File: config.mk
export PLATFORM = sky130hd
export DESIGN_NAME = motor_spi_scheduler
export DESIGN_NICKNAME = d
export VERILOG_FILES = /design/src/rtl/motor_spi_scheduler.sv
export SDC_FILE = /design/constraint.sdc
export NUM_CORES = 1
export LEC_CHECK = 0
export BUFFER_PORTS_ARGS = -buffer_cell sky130_fd_sc_hd__buf_2
export CAP_MARGIN = 20
export CORE_ASPECT_RATIO = 0.9
export CORE_MARGIN = 10
export CORE_UTILIZATION = 35
export CTS_CLUSTER_SIZE = 14
export DETAILED_ROUTE_END_ITERATION = 7
export HOLD_SLACK_MARGIN = 0.06
export PLACE_DENSITY = 0.67
export SETUP_SLACK_MARGIN = 0.02
export SLEW_MARGIN = 5
export SYNTH_ARGS = -nofsm -noshare
export SYNTH_HDL_FRONTEND = slang
export SYNTH_SLANG_ARGS = --single-unit
File: constraint.sdc
create_clock -name sysclk -period 4.86 [get_ports sysclk]
set_input_delay 0.972 -clock sysclk [delete_from_list [all_inputs] [get_ports sysclk]]
set_output_delay 0.972 -clock sysclk [all_outputs]
set_load 0.02 [all_outputs]
File: src/rtl/motor_spi_scheduler.sv
// Shares one SPI mode-0 master between NUM_DRV phase drivers and NUM_ADC current-sense ADCs.
// Optional build macro SPI_SCHED_ADC_PRIORITY_EN: pending ADC requests win over driver requests.
module motor_spi_scheduler #(
  parameter int unsigned NUM_DRV    = 5,
  parameter int unsigned NUM_ADC    = 2,
  parameter int unsigned DATA_WIDTH = 16,
  parameter int unsigned SCK_DIV    = 4,
  parameter int unsigned CS_SETUP   = 2,
  parameter int unsigned CS_GAP     = 4
) (
  input  logic                                      sysclk,
  input  logic                                      rst,
  input  logic [NUM_DRV+NUM_ADC-1:0]                req,
  input  logic [(NUM_DRV+NUM_ADC)*DATA_WIDTH-1:0]   tx_data,
  output logic [NUM_DRV+NUM_ADC-1:0]                ack,
  output logic [DATA_WIDTH-1:0]                     rx_data,
  output logic                                      busy,
  output logic [NUM_DRV-1:0]                        drv_ncs,
  output logic [NUM_ADC-1:0]                        adc_ncs,
  output logic                                      spi_master_sck,
  output logic                                      spi_master_mosi,
  input  logic                                      spi_master_miso
);

  localparam int unsigned N       = NUM_DRV + NUM_ADC;
  localparam int unsigned IDX_W   = (N > 1) ? $clog2(N) : 1;
  localparam int unsigned BIT_W   = $clog2(DATA_WIDTH) + 1;
  localparam int unsigned DIV_W   = $clog2(SCK_DIV) + 1;
  localparam int unsigned SG_MAX  = (CS_SETUP > CS_GAP) ? CS_SETUP : CS_GAP;
  localparam int unsigned TMR_MAX = (SG_MAX > SCK_DIV) ? SG_MAX : SCK_DIV;
  localparam int unsigned TMR_W   = $clog2(TMR_MAX) + 1;

  typedef enum logic [2:0] {
    S_IDLE  = 3'd0,
    S_SETUP = 3'd1,
    S_SHIFT = 3'd2,
    S_HOLD  = 3'd3,
    S_GAP   = 3'd4
  } state_t;

  state_t state, state_d;

  logic [N-1:0]          ncs_q, ncs_d;
  logic                  sck_q, sck_d;
  logic                  mosi_q, mosi_d;
  logic [N-1:0]          ack_q, ack_d;
  logic [DATA_WIDTH-1:0] rx_q, rx_d;
  logic                  busy_q, busy_d;
  logic [DATA_WIDTH-1:0] tx_sh, tx_sh_d;
  logic [DATA_WIDTH-1:0] rx_sh, rx_sh_d;
  logic [IDX_W-1:0]      sel, sel_d;
  logic [IDX_W-1:0]      rr_ptr, rr_ptr_d;
  logic [TMR_W-1:0]      tmr, tmr_d;
  logic [DIV_W-1:0]      div_cnt, div_cnt_d;
  logic [BIT_W-1:0]      bit_cnt, bit_cnt_d;

  logic [N-1:0]          cand_c;
  logic [IDX_W-1:0]      win_c;
  logic                  win_vld_c;
  logic [DATA_WIDTH-1:0] word_c;
  logic                  half_end_c;
  logic                  shift_done_c;
  logic                  setup_done_c;
  logic                  hold_done_c;
  logic                  gap_done_c;

  // Round-robin search starting at rr_ptr; lowest offset from the pointer wins.
  always_comb begin
    int unsigned idx;
    idx       = 0;
    cand_c    = req;
    win_c     = '0;
    win_vld_c = 1'b0;
`ifdef SPI_SCHED_ADC_PRIORITY_EN
    if (|req[N-1:NUM_DRV]) begin
      cand_c[NUM_DRV-1:0] = '0;
    end
`else
`endif
    for (int i = N - 1; i >= 0; i--) begin
      idx = 32'(rr_ptr) + 32'(i);
      if (idx >= N) begin
        idx = idx - N;
      end
      if (cand_c[IDX_W'(idx)]) begin
        win_c     = IDX_W'(idx);
        win_vld_c = 1'b1;
      end
    end
  end

  assign word_c       = tx_data[32'(win_c)*DATA_WIDTH +: DATA_WIDTH];
  assign half_end_c   = (div_cnt == DIV_W'(SCK_DIV - 1));
  assign shift_done_c = half_end_c && !sck_q && (bit_cnt == BIT_W'(DATA_WIDTH));
  assign setup_done_c = (tmr == TMR_W'(CS_SETUP - 1));
  assign hold_done_c  = (tmr == TMR_W'(SCK_DIV - 1));
  assign gap_done_c   = (tmr == TMR_W'(CS_GAP - 1));

  // State register.
  always_ff @(posedge sysclk or posedge rst) begin
    if (rst) begin
      state <= S_IDLE;
    end else begin
      state <= state_d;
    end
  end

  // Next-state logic.
  always_comb begin
    state_d = state;
    case (state)
      S_IDLE:  if (win_vld_c)    state_d = S_SETUP;
      S_SETUP: if (setup_done_c) state_d = S_SHIFT;
      S_SHIFT: if (shift_done_c) state_d = S_HOLD;
      S_HOLD:  if (hold_done_c)  state_d = S_GAP;
      S_GAP:   if (gap_done_c)   state_d = S_IDLE;
      default: state_d = S_IDLE;
    endcase
  end

  // Next values of all datapath and output registers.
  always_comb begin
    ncs_d     = ncs_q;
    sck_d     = sck_q;
    mosi_d    = mosi_q;
    ack_d     = '0;
    rx_d      = rx_q;
    busy_d    = busy_q;
    tx_sh_d   = tx_sh;
    rx_sh_d   = rx_sh;
    sel_d     = sel;
    rr_ptr_d  = rr_ptr;
    tmr_d     = '0;
    div_cnt_d = div_cnt;
    bit_cnt_d = bit_cnt;
    case (state)
      S_IDLE: begin
        if (win_vld_c) begin
          sel_d     = win_c;
          tx_sh_d   = word_c;
          mosi_d    = word_c[DATA_WIDTH-1];
          ncs_d     = ~(N'(1) << win_c);
          busy_d    = 1'b1;
          div_cnt_d = '0;
          bit_cnt_d = '0;
        end
      end
      S_SETUP: begin
        if (setup_done_c) begin
          sck_d     = 1'b1;
          div_cnt_d = '0;
          bit_cnt_d = BIT_W'(1);
          rx_sh_d   = {rx_sh[DATA_WIDTH-2:0], spi_master_miso};
        end else begin
          tmr_d = tmr + TMR_W'(1);
        end
      end
      S_SHIFT: begin
        if (shift_done_c) begin
          sck_d = 1'b0;
        end else if (half_end_c) begin
          div_cnt_d = '0;
          if (sck_q) begin
            // Falling edge: present the next bit unless the last one is already out.
            sck_d = 1'b0;
            if (bit_cnt != BIT_W'(DATA_WIDTH)) begin
              tx_sh_d = {tx_sh[DATA_WIDTH-2:0], 1'b0};
              mosi_d  = tx_sh[DATA_WIDTH-2];
            end
          end else begin
            sck_d     = 1'b1;
            rx_sh_d   = {rx_sh[DATA_WIDTH-2:0], spi_master_miso};
            bit_cnt_d = bit_cnt + BIT_W'(1);
          end
        end else begin
          div_cnt_d = div_cnt + DIV_W'(1);
        end
      end
      S_HOLD: begin
        if (hold_done_c) begin
          ncs_d      = '1;
          ack_d[sel] = 1'b1;
          rx_d       = rx_sh;
          mosi_d     = 1'b0;
          rr_ptr_d   = (sel == IDX_W'(N - 1)) ? '0 : sel + IDX_W'(1);
        end else begin
          tmr_d = tmr + TMR_W'(1);
        end
      end
      S_GAP: begin
        if (gap_done_c) begin
          busy_d = 1'b0;
        end else begin
          tmr_d = tmr + TMR_W'(1);
        end
      end
      default: ;
    endcase
  end

  // Datapath and output registers.
  always_ff @(posedge sysclk or posedge rst) begin
    if (rst) begin
      ncs_q   <= '1;
      sck_q   <= 1'b0;
      mosi_q  <= 1'b0;
      ack_q   <= '0;
      rx_q    <= '0;
      busy_q  <= 1'b0;
      tx_sh   <= '0;
      rx_sh   <= '0;
      sel     <= '0;
      rr_ptr  <= '0;
      tmr     <= '0;
      div_cnt <= '0;
      bit_cnt <= '0;
    end else begin
      ncs_q   <= ncs_d;
      sck_q   <= sck_d;
      mosi_q  <= mosi_d;
      ack_q   <= ack_d;
      rx_q    <= rx_d;
      busy_q  <= busy_d;
      tx_sh   <= tx_sh_d;
      rx_sh   <= rx_sh_d;
      sel     <= sel_d;
      rr_ptr  <= rr_ptr_d;
      tmr     <= tmr_d;
      div_cnt <= div_cnt_d;
      bit_cnt <= bit_cnt_d;
    end
  end

  assign drv_ncs         = ncs_q[NUM_DRV-1:0];
  assign adc_ncs         = ncs_q[N-1:NUM_DRV];
  assign spi_master_sck  = sck_q;
  assign spi_master_mosi = mosi_q;
  assign ack             = ack_q;
  assign rx_data         = rx_q;
  assign busy            = busy_q;

endmodule

* Yosys cells after proc, flatten, opt, wreduce, memory -nomap -nowiden
Index checks and enable logic that the tools add are counted.
** Word-level totals
- Flip-flop bits (word level) :: 84
- Input bits :: 122
- Logic and storage cells :: 182
- Output and inout bits :: 33
** Cells by class
- Equal/unequal tests :: 21
- Reductions and logical operators :: 23
- $lt $le $gt $ge :: 16
- Bitwise gates (word level) :: 1
- Mux-type cells :: 88
- Shift operators :: 2
- $add $sub $neg :: 17
** Operators by type and width (number)
- 112-bit by 8-bit indexed part select with 16-bit output :: 1
- 3-bit two-way mux :: 26
- 15-bit two-way mux :: 5
- 16-bit two-way mux :: 4
- 3-bit by 4-bit less-than comparator with 1-bit output (second input constant) :: 8
- 16-bit one-hot mux with 2 select lines :: 1
- 15-bit one-hot mux with 2 select lines :: 1
- 7-bit two-way mux :: 4
- 1-bit two-way mux :: 26
- 5-bit two-way mux :: 5
- 4-bit by 3-bit greater-or-equal comparator with 1-bit output (second input constant) :: 6
- 1-bit binary-select mux with 3-bit select :: 7
- 3-bit subtractor (second input constant) :: 7
- 2-bit inequality test (second input constant) :: 10
- 3-bit one-hot mux with 5 select lines :: 1
- 5-bit one-hot mux with 3 select lines :: 1
- 7-bit one-hot mux with 2 select lines :: 1
- 3-bit by 3-bit adder with 4-bit output (second input constant) :: 3
- 3-bit by 2-bit == test with 1-bit output (second input constant) :: 4
- 6-bit AND reduction :: 2
- 5-bit AND reduction :: 2
- 3-bit by 1-bit adder with 3-bit output (second input constant) :: 3
- 3-bit one-hot mux with 3 select lines :: 1
- 3-bit AND reduction :: 3
- other kinds (25) :: 36

* Longest topological paths before layout
Gate-level depths: netlist of the first run.
- Depth after elaboration :: 16
- Depth in mapped cells :: 19
- Gate-level depth less buffers :: 14

* Worst setup path after synthesis of the first run
Ideal clock, no wire load.
- Kind :: reg-to-reg
- Start point :: reg rr_ptr[1]
- End point :: reg tx_sh[6]
- Stages on the path, launching flop included :: 18
- Slack :: 0.756 ns
- Period minus slack after synthesis :: 4.104 ns
- Data arrival time :: 3.975 ns
- Buffers on the path :: 3
- Data required time :: 4.731 ns
- Setup time :: 0.129 ns
- Cell sequence :: dfrtp_1 > buf_6 > clkbuf_1 > inv_1 > ha_1 > inv_1 > fa_1 > inv_1 > mux4_2 > nand2b_4 > o21ai_2 > nand4_1 > or3_4 > and2_4 > buf_6 > o21ai_2 > nor3_1 > a2111o_1
** On the way
- Longest elaborated chain between the ends :: 15
- Elaborated cells between the ends (all ways) :: 60
- Those cells by class :: add/sub: 13; order compare: 7; eq/ne: 1; shift: 1; mux: 37; reduce/logical: 1
** RTL lines
- from (decl) :: RTL line 52 : logic [IDX_W-1:0] rr_ptr, rr_ptr_d;
- from (signal assigned) :: RTL line 227 : rr_ptr <= rr_ptr_d;
- 3-bit by 3-bit adder with 4-bit output :: RTL line 81 : idx = 32'(rr_ptr) + 32'(i);
- 4-bit by 3-bit greater-or-equal comparator with 1-bit output / 3-bit subtractor (equally long branches) :: RTL line 82, 83
- 3-bit two-way mux :: RTL line 82 : if (idx >= N) begin
- 1-bit binary-select mux with 3-bit select :: RTL line 85 : if (cand_c[IDX_W'(idx)]) begin
- 1-bit two-way mux (implied by the code) :: RTL line 85
- 3-bit two-way mux (7 in series) :: RTL line 85
- 112-bit by 8-bit indexed part select with 16-bit output :: RTL line 92 : assign word_c = tx_data[32'(win_c)*DATA_WIDTH +: DATA_WIDTH];
- 15-bit two-way mux :: RTL line 138 : if (win_vld_c) begin
- 15-bit one-hot mux with 2 select lines :: RTL line 136 : case (state)
- to (signal assigned) :: RTL line 224 : tx_sh <= tx_sh_d;
- to (decl) :: RTL line 49 : logic [DATA_WIDTH-1:0] tx_sh, tx_sh_d;
Several ways; a longest one is shown, not always the timed one. The select of a mux whose other input is x is not followed.
A chain may end at the register's enable or synchronous reset.

* Final worst setup path of the first run
- Start point :: reg rr_ptr[1]
- End point :: reg tx_sh[0]
Same word-level chain as after synthesis.

==> results.py, run 1 <==
metrics = {
    "synthesis": {
        "syn_avg_cell_area_um2": 9.34,
        "ys_ff_latch": 84,
        "synth_area_leader_cell": "dfrtp_1",
        "seq_area_frac_synth_pct": 31.3,
        "synth_area_mm2": 0.00675,
        "synth-edff-count": 0,
        "ys.flop_type": "dfrtp_1",
        "synthCells": 723,
        "ys_types": 96,
        "synth_nets": 864,
        "yosys-top-cells-area": "dfrtp_1, mux2_2, mux2i_1",
        "yosys.area.top_type_share_pct": 28.5,
        "yosys_warnings": 0,
        "synthArstFlopShare_pct": 100,
    },
    "drt": {
        "drc": 0,
        "drtAntennaViolNets": 0,
        "viasPerCell": 5.61,
        "wl_um": 21300,
        "drtPass1Iterations": 5,
        "drtIter0Drc": 514,
        "post_drt_wl_per_cell_um": 19.1,
        "vias": 6235,
    },
    "floorplanning": {
        "start_util_pct": 35.4,
        "die_h_um": 152,
        "core_mm2": 0.0191,
        "fp.dieW_um": 166,
        "ios": 155,
        "dieArea_mm2": 0.0253,
        "fp-row-count": 48,
    },
    "cts": {
        "cts_made_buffers": 9,
        "htreeDepth": 3,
        "cts.sinks": 84,
        "clockBufferDepth": 2,
        "cts-root-buf": "clkbuf_16",
        "cts-hold-fix-buffers": 0,
        "cts_tree": "built",
        "cts.clk_slew.worst_paths_ps": 60,
        "clock_latency_ps": 330,
    },
    "timing": {
        "fin_skew_ps": 5.39,
        "max-slew-margin-rel_pct": 45.9,
        "final_max_slew_viol_count": 0,
        "grt_setup_unrepaired": "false",
        "fmax_ghz": 0.225,
        "tns_ps": 0,
        "fin_crit_sh_pct": 91.3,
        "hold_violations": 0,
        "fin_crit_ps": 4440,
        "setup_slack_ps": 422,
        "tightest_slew_ps": 805,
        "final-setup-viol-count": 0,
    },
    "worst_hold_path": {
        "hold_class": "reg -> reg",
    },
    "place": {
        "port_buffers": 154,
        "dpl_worst_slack_ps": 476,
        "gp_congestion": 0.930,
        "dp_hpwl_um": 16300,
        "placed_cells": 1093,
    },
    "global_routing": {
        "grt_pass1_vias": 6397,
        "grt_antenna_before_repair": 0,
        "grt_pass1_wl_um": 34100,
        "grt.overflow.total": 0,
        "grt_start_max_net_pins": 48,
        "track_usage_pct": 16.3,
    },
    "layout": {
        "fin_cells": 1111,
        "diodes": 0,
        "final_layout_size_suffix_gt1_share_pct": 32.9,
        "n_fill_cell": 1906,
        "nets": 997,
        "syn_to_final_growth_pct": 18.9,
    },
    "critical_path": {
        "max_stage_delay_ps": 500,
        "worst-path-buf-inv": 3,
        "crit_slowest_cell": "ha_1",
        "crit_type": "reg -> reg",
        "critical_path_required_ps": 5070,
        "cp_cell_sequence": "buf_4 > ha_1 > inv_1 > ha_1 > nand2b_1 > a21oi_2 > a2111o_1 > a32oi_1 > a211oi_1 > a211oi_1 > o21a_2 > buf_12 > mux2_2 > a2bb2o_1 > o31ai_1",
        "cp_max_fo": 25,
        "crit_arrival_ps": 4640,
        "cp_top_family": "compound AO/OA/AOI/OAI gates",
        "setup.worst_path.end_class": "register",
        "critPathLaunchType": "register",
    },
    "outcome": {
        "status": "completed",
    },
    "flow_run": {
        "max-cap-violations": 0,
    },
}
-- Yosys cell counts (all sizes together) (4+ instances only) --
library cell / instances
nor4bb: 4
o31ai: 9
nor4: 5
mux2i: 46
nand2b: 12
o2bb2ai: 8
o221ai: 5
dfrtp: 77
a211oi: 12
a211o: 5
nor3b: 9
o22ai: 4
inv: 28
o211ai: 8
xnor2: 4
ha: 18
and3: 6
o21a: 10
o21ai: 44
a311oi: 5
nor2b: 11
mux2: 48
dfstp: 7
a21o: 10
a31oi: 9
nand2: 35
nand3: 34
mux4: 5
clkbuf: 23
nor2: 51
a21oi: 37
and2: 7
o211a: 11
or3: 7
buf: 31
or2: 4
nor3: 19
-- layout make-up --
class | count | area (um2) | share of cell area (%)
Inverter | 28 | 106 | 1.32
Clock buffer | 10 | 229 | 2.85
Tap cell | 250 | 313 | 3.90
Clock inverter | 6 | 70.1 | 0.873
Multi-Input combinational cell | 558 | 4230 | 52.6
Timing Repair Buffer | 175 | 973 | 12.1
Sequential cell | 84 | 2110 | 26.3
-- per-layer routing --
layer	track usage [%]	vias to the layer above	share of wire, %
met5	0	-	0
met2	25.7	264	45
li1	-	2981	-
met1	21.4	2967	46
met4	3.95	0	1.4
met3	5.21	23	7.9
-- state kept, by name (all words and copies together) (netlist names) --
signal,flops
rx_data,16
ack,7
spi_master_mosi,1
busy,1
rx_sh,16
rr_ptr,3
state,3
sel,3
spi_master_sck,1
tx_sh,15
tmr,3
div_cnt,3
bit_cnt,5
ncs_q,7
-- path summary, 6_finish.rpt --
| kind | startpoint | end | slack [ps] | cells after the start |
|---|---|---|---|---|
| max reg2reg | rr_ptr[1] | tx_sh[0] | 420 | 15 |
| min | tmr[0] | tmr[0] | 480 | 1 |
| max in group asynchronous | rst | ncs_q[0] | 3120 | 3 |
| max | rr_ptr[1] | tx_sh[0] | 420 | 15 |
| min in group asynchronous | rst | rx_sh[9] | 760 | 2 |
| min reg2reg | tmr[0] | tmr[0] | 480 | 1 |
-- repair_timing --
item,in CTS,in global routing
gates resized for setup,0,1
setup endpoints to repair,0,1
setup buffers,0,0
-- layout by cell type, fill, tap and decap left out, types with 5 or more instances in the layout --
cell / netlist / final
o221ai_1: 5 / 5
nand2b_1: 11 / 11
a21oi_1: 34 / 34
mux2_2: 42 / 42
or3_1: 5 / 5
buf_4: 8 / 17
nor2_1: 50 / 50
and2_1: 5 / 5
o21a_1: 9 / 8
o21ai_0: 35 / 35
nor3b_1: 9 / 9
o31ai_1: 8 / 8
mux2i_1: 45 / 45
nor3_1: 19 / 19
a31oi_1: 9 / 9
mux4_2: 5 / 5
a211o_1: 5 / 5
o21ai_1: 6 / 5
o211ai_1: 8 / 8
and3_1: 6 / 6
clkbuf_16: 0 / 9
dfstp_2: 7 / 7
nand3_1: 34 / 34
dfrtp_1: 77 / 76
o2bb2ai_1: 7 / 7
nand2_1: 34 / 34
inv_1: 26 / 25
buf_2: 9 / 154
ha_1: 18 / 18
a21o_1: 10 / 10
nor2b_1: 11 / 11
nor4_1: 5 / 5
o211a_1: 11 / 11
a211oi_1: 10 / 10
-- cell families (layout without fill, tap and decap cells) --
logic type               after synthesis  count (layout)  synth area share (%)
multiplexers                          99              99                  16.9
adder cells (fa/ha/maj)               19              19                  3.63
buffers and inverters                 82             219                  6.34
AND/OR/NAND/NOR                      222             223                  17.8
AO/OA/AOI/OAI                        212             212                  23.5
XOR/XNOR                               5               5                 0.648
flip-flops                            84              84                  31.3
-- through the flow --
step / cell area (um2) / util, % / hold slack [ps]
floorplan: 6750 / - / 437
global placement: 7700 / 40.3 / 461
detailed placement: 7710 / 40.4 / 466
CTS: 8010 / 41.9 / 479
global route: 8030 / 42.0 / 503
finish: 8030 / 42.0 / 475
Power of run 1 is not shown: default switching activity piles up to over one toggle a cycle in this logic, so the estimate is an artifact.
==> run 2: changes to the inputs <==
- PLACE_DENSITY: 0.67 -> 0.68
==> run 2 against run 1 <==
Global-route usage increased by 0.24 points. Highest routed layer unchanged. Critical endpoint is now tx_sh[6]. Worst hold slack improved by 2.0 ps. Final cell count unchanged. Design area decreased by 0.16%. Setup slack got worse by 96 ps. Non-clock buffer count increased by 1. Count of clock-buffer cells in the layout unchanged. Critical path depth decreased by 2. Via count increased by 0.35%. Register-to-register slack got worse by 96 ps. Maximum frequency decreased by 2.1%.
==> results.py, run 2 (synthesis results as in run 1) <==
metrics = {
    "place": {
        "dp_hpwl_um": 16400,
        "port_buffers": 154,
        "gp_congestion": 0.983,
    },
    "outcome": {
        "status": "completed",
    },
    "drt": {
        "drtAntennaViolNets": 0,
        "wl_um": 21300,
        "drtIter0Drc": 555,
        "viasPerCell": 5.63,
        "vias": 6257,
        "drtPass1Iterations": 5,
        "drc": 0,
        "post_drt_wl_per_cell_um": 19.2,
    },
    "timing": {
        "final-setup-viol-count": 0,
        "fin_skew_ps": 8.64,
        "fin_crit_ps": 4530,
        "fmax_ghz": 0.221,
        "hold_ws_ps": 477,
        "tightest_slew_ps": 984,
        "max-slew-margin-rel_pct": 34.2,
        "grt_setup_unrepaired": "false",
        "fin_crit_sh_pct": 93.3,
        "hold_violations": 0,
        "tns_ps": 0,
        "final_max_slew_viol_count": 0,
    },
    "cts": {
        "cts_made_buffers": 9,
        "clock_latency_ps": 340,
        "post_cts_buffers": 0,
        "cts-root-buf": "clkbuf_16",
        "htreeDepth": 3,
        "cts-resized-gates": 0,
        "cts.sinks": 84,
        "clockBufferDepth": 2,
        "cts-hold-fix-buffers": 0,
        "cts_tree": "built",
        "cts.clk_slew.worst_paths_ps": 60,
    },
    "floorplanning": {
        "dieArea_mm2": 0.0253,
        "fp-row-count": 48,
        "die_h_um": 152,
        "core_mm2": 0.0191,
        "fp.dieW_um": 166,
        "start_util_pct": 35.4,
        "ios": 155,
    },
    "critical_path": {
        "crit_type": "reg -> reg",
        "critical_path_required_ps": 5080,
        "crit_arrival_ps": 4750,
        "setup.worst_path.end_class": "register",
        "cp_max_fo": 15,
        "critPathLaunchType": "register",
    },
    "global_routing": {
        "track_usage_pct": 16.6,
        "grt_antenna_before_repair": 0,
        "grt_pass1_wl_um": 34300,
        "grt.overflow.total": 0,
        "grt_start_max_net_pins": 59,
        "grt_pass1_vias": 6265,
    },
    "layout": {
        "nets": 997,
        "syn_to_final_growth_pct": 18.7,
        "final_layout_size_suffix_gt1_share_pct": 32.8,
        "diodes": 0,
        "mostFrequentLayoutCell": "buf_2",
        "final_cell_mix": "buf_2, dfrtp_1, nor2_1",
    },
    "worst_hold_path": {
        "hold_class": "reg -> reg",
    },
    "flow_run": {
        "max-cap-violations": 0,
    },
}
-- run 2: cell count changes in the layout (fill, tap and decap cells not counted) --
| cell | change |
|---|---|
| buf_12 | -2 |
| buf_16 | +1 |
| buf_2 | +1 |
| buf_4 | +2 |
| buf_8 | -1 |
| clkinv_4 | +1 |
| dfrtp_1 | +1 |
| dfrtp_2 | -1 |
| inv_6 | -2 |
| inv_8 | +1 |
| or2_2 | -1 |
-- run 2: worst max-delay path, cell delays in order (launching register included) --
cell and delay [ps]:
dfrtp_1 600, buf_4 290, ha_1 460, buf_4 260
a21oi_1 130, a211o_1 360, a221oi_2 410, a21oi_4 100
o21ai_1 230, a2bb2oi_1 240, o21a_2 470, mux2_2 390
and3_1 180, a2111o_1 280
-- run 2: metal layers --
metal | wire (um) | share of wire, % | track usage [%] | vias to the layer above
li1 | - | - | - | 2987
met1 | 9590 | 45 | 22.1 | 2966
met4 | 382 | 1.8 | 4.34 | 0
met2 | 9350 | 44 | 25.5 | 274
met5 | 0 | 0 | 0 | -
met3 | 1970 | 9.2 | 5.05 | 30
-- run 2: path summary, 6_finish.rpt --
| path | startpoint | end | slack [ps] | cells after the start |
|---|---|---|---|---|
| max reg2reg | rr_ptr[2] | tx_sh[6] | 330 | 13 |
| min | tmr[0] | tmr[0] | 480 | 1 |
| max in group asynchronous | rst | ncs_q[2] | 3350 | 4 |
| min in group asynchronous | rst | rx_sh[15] | 540 | 2 |
| max | rr_ptr[2] | tx_sh[6] | 330 | 13 |
| min reg2reg | tmr[0] | tmr[0] | 480 | 1 |
-- run 2: layout make-up --
class	instances	area, um2
Clock buffer	10	229
Clock inverter	6	72.6
Fill cell	1899	11100
Inverter	28	106
Multi-Input combinational cell	557	4220
Sequential cell	84	2110
Tap cell	250	313
Timing Repair Buffer	176	966
-- run 2: through the flow --
| step | std cells | setup WS (ps) | area, um2 | util [%] |
|---|---|---|---|---|
| detailed placement | 1093 | 422 | 7680 | 40.2 |
| global route | 1111 | 29.5 | 8020 | 42.0 |
| floorplan | 723 | 756 | 6750 | - |
| finish | 1111 | 326 | 8020 | 42.0 |
| global placement | 1093 | 456 | 7680 | 40.2 |
| CTS | 1109 | 387 | 7990 | 41.8 |
Power of run 2 is left out for the same reason.
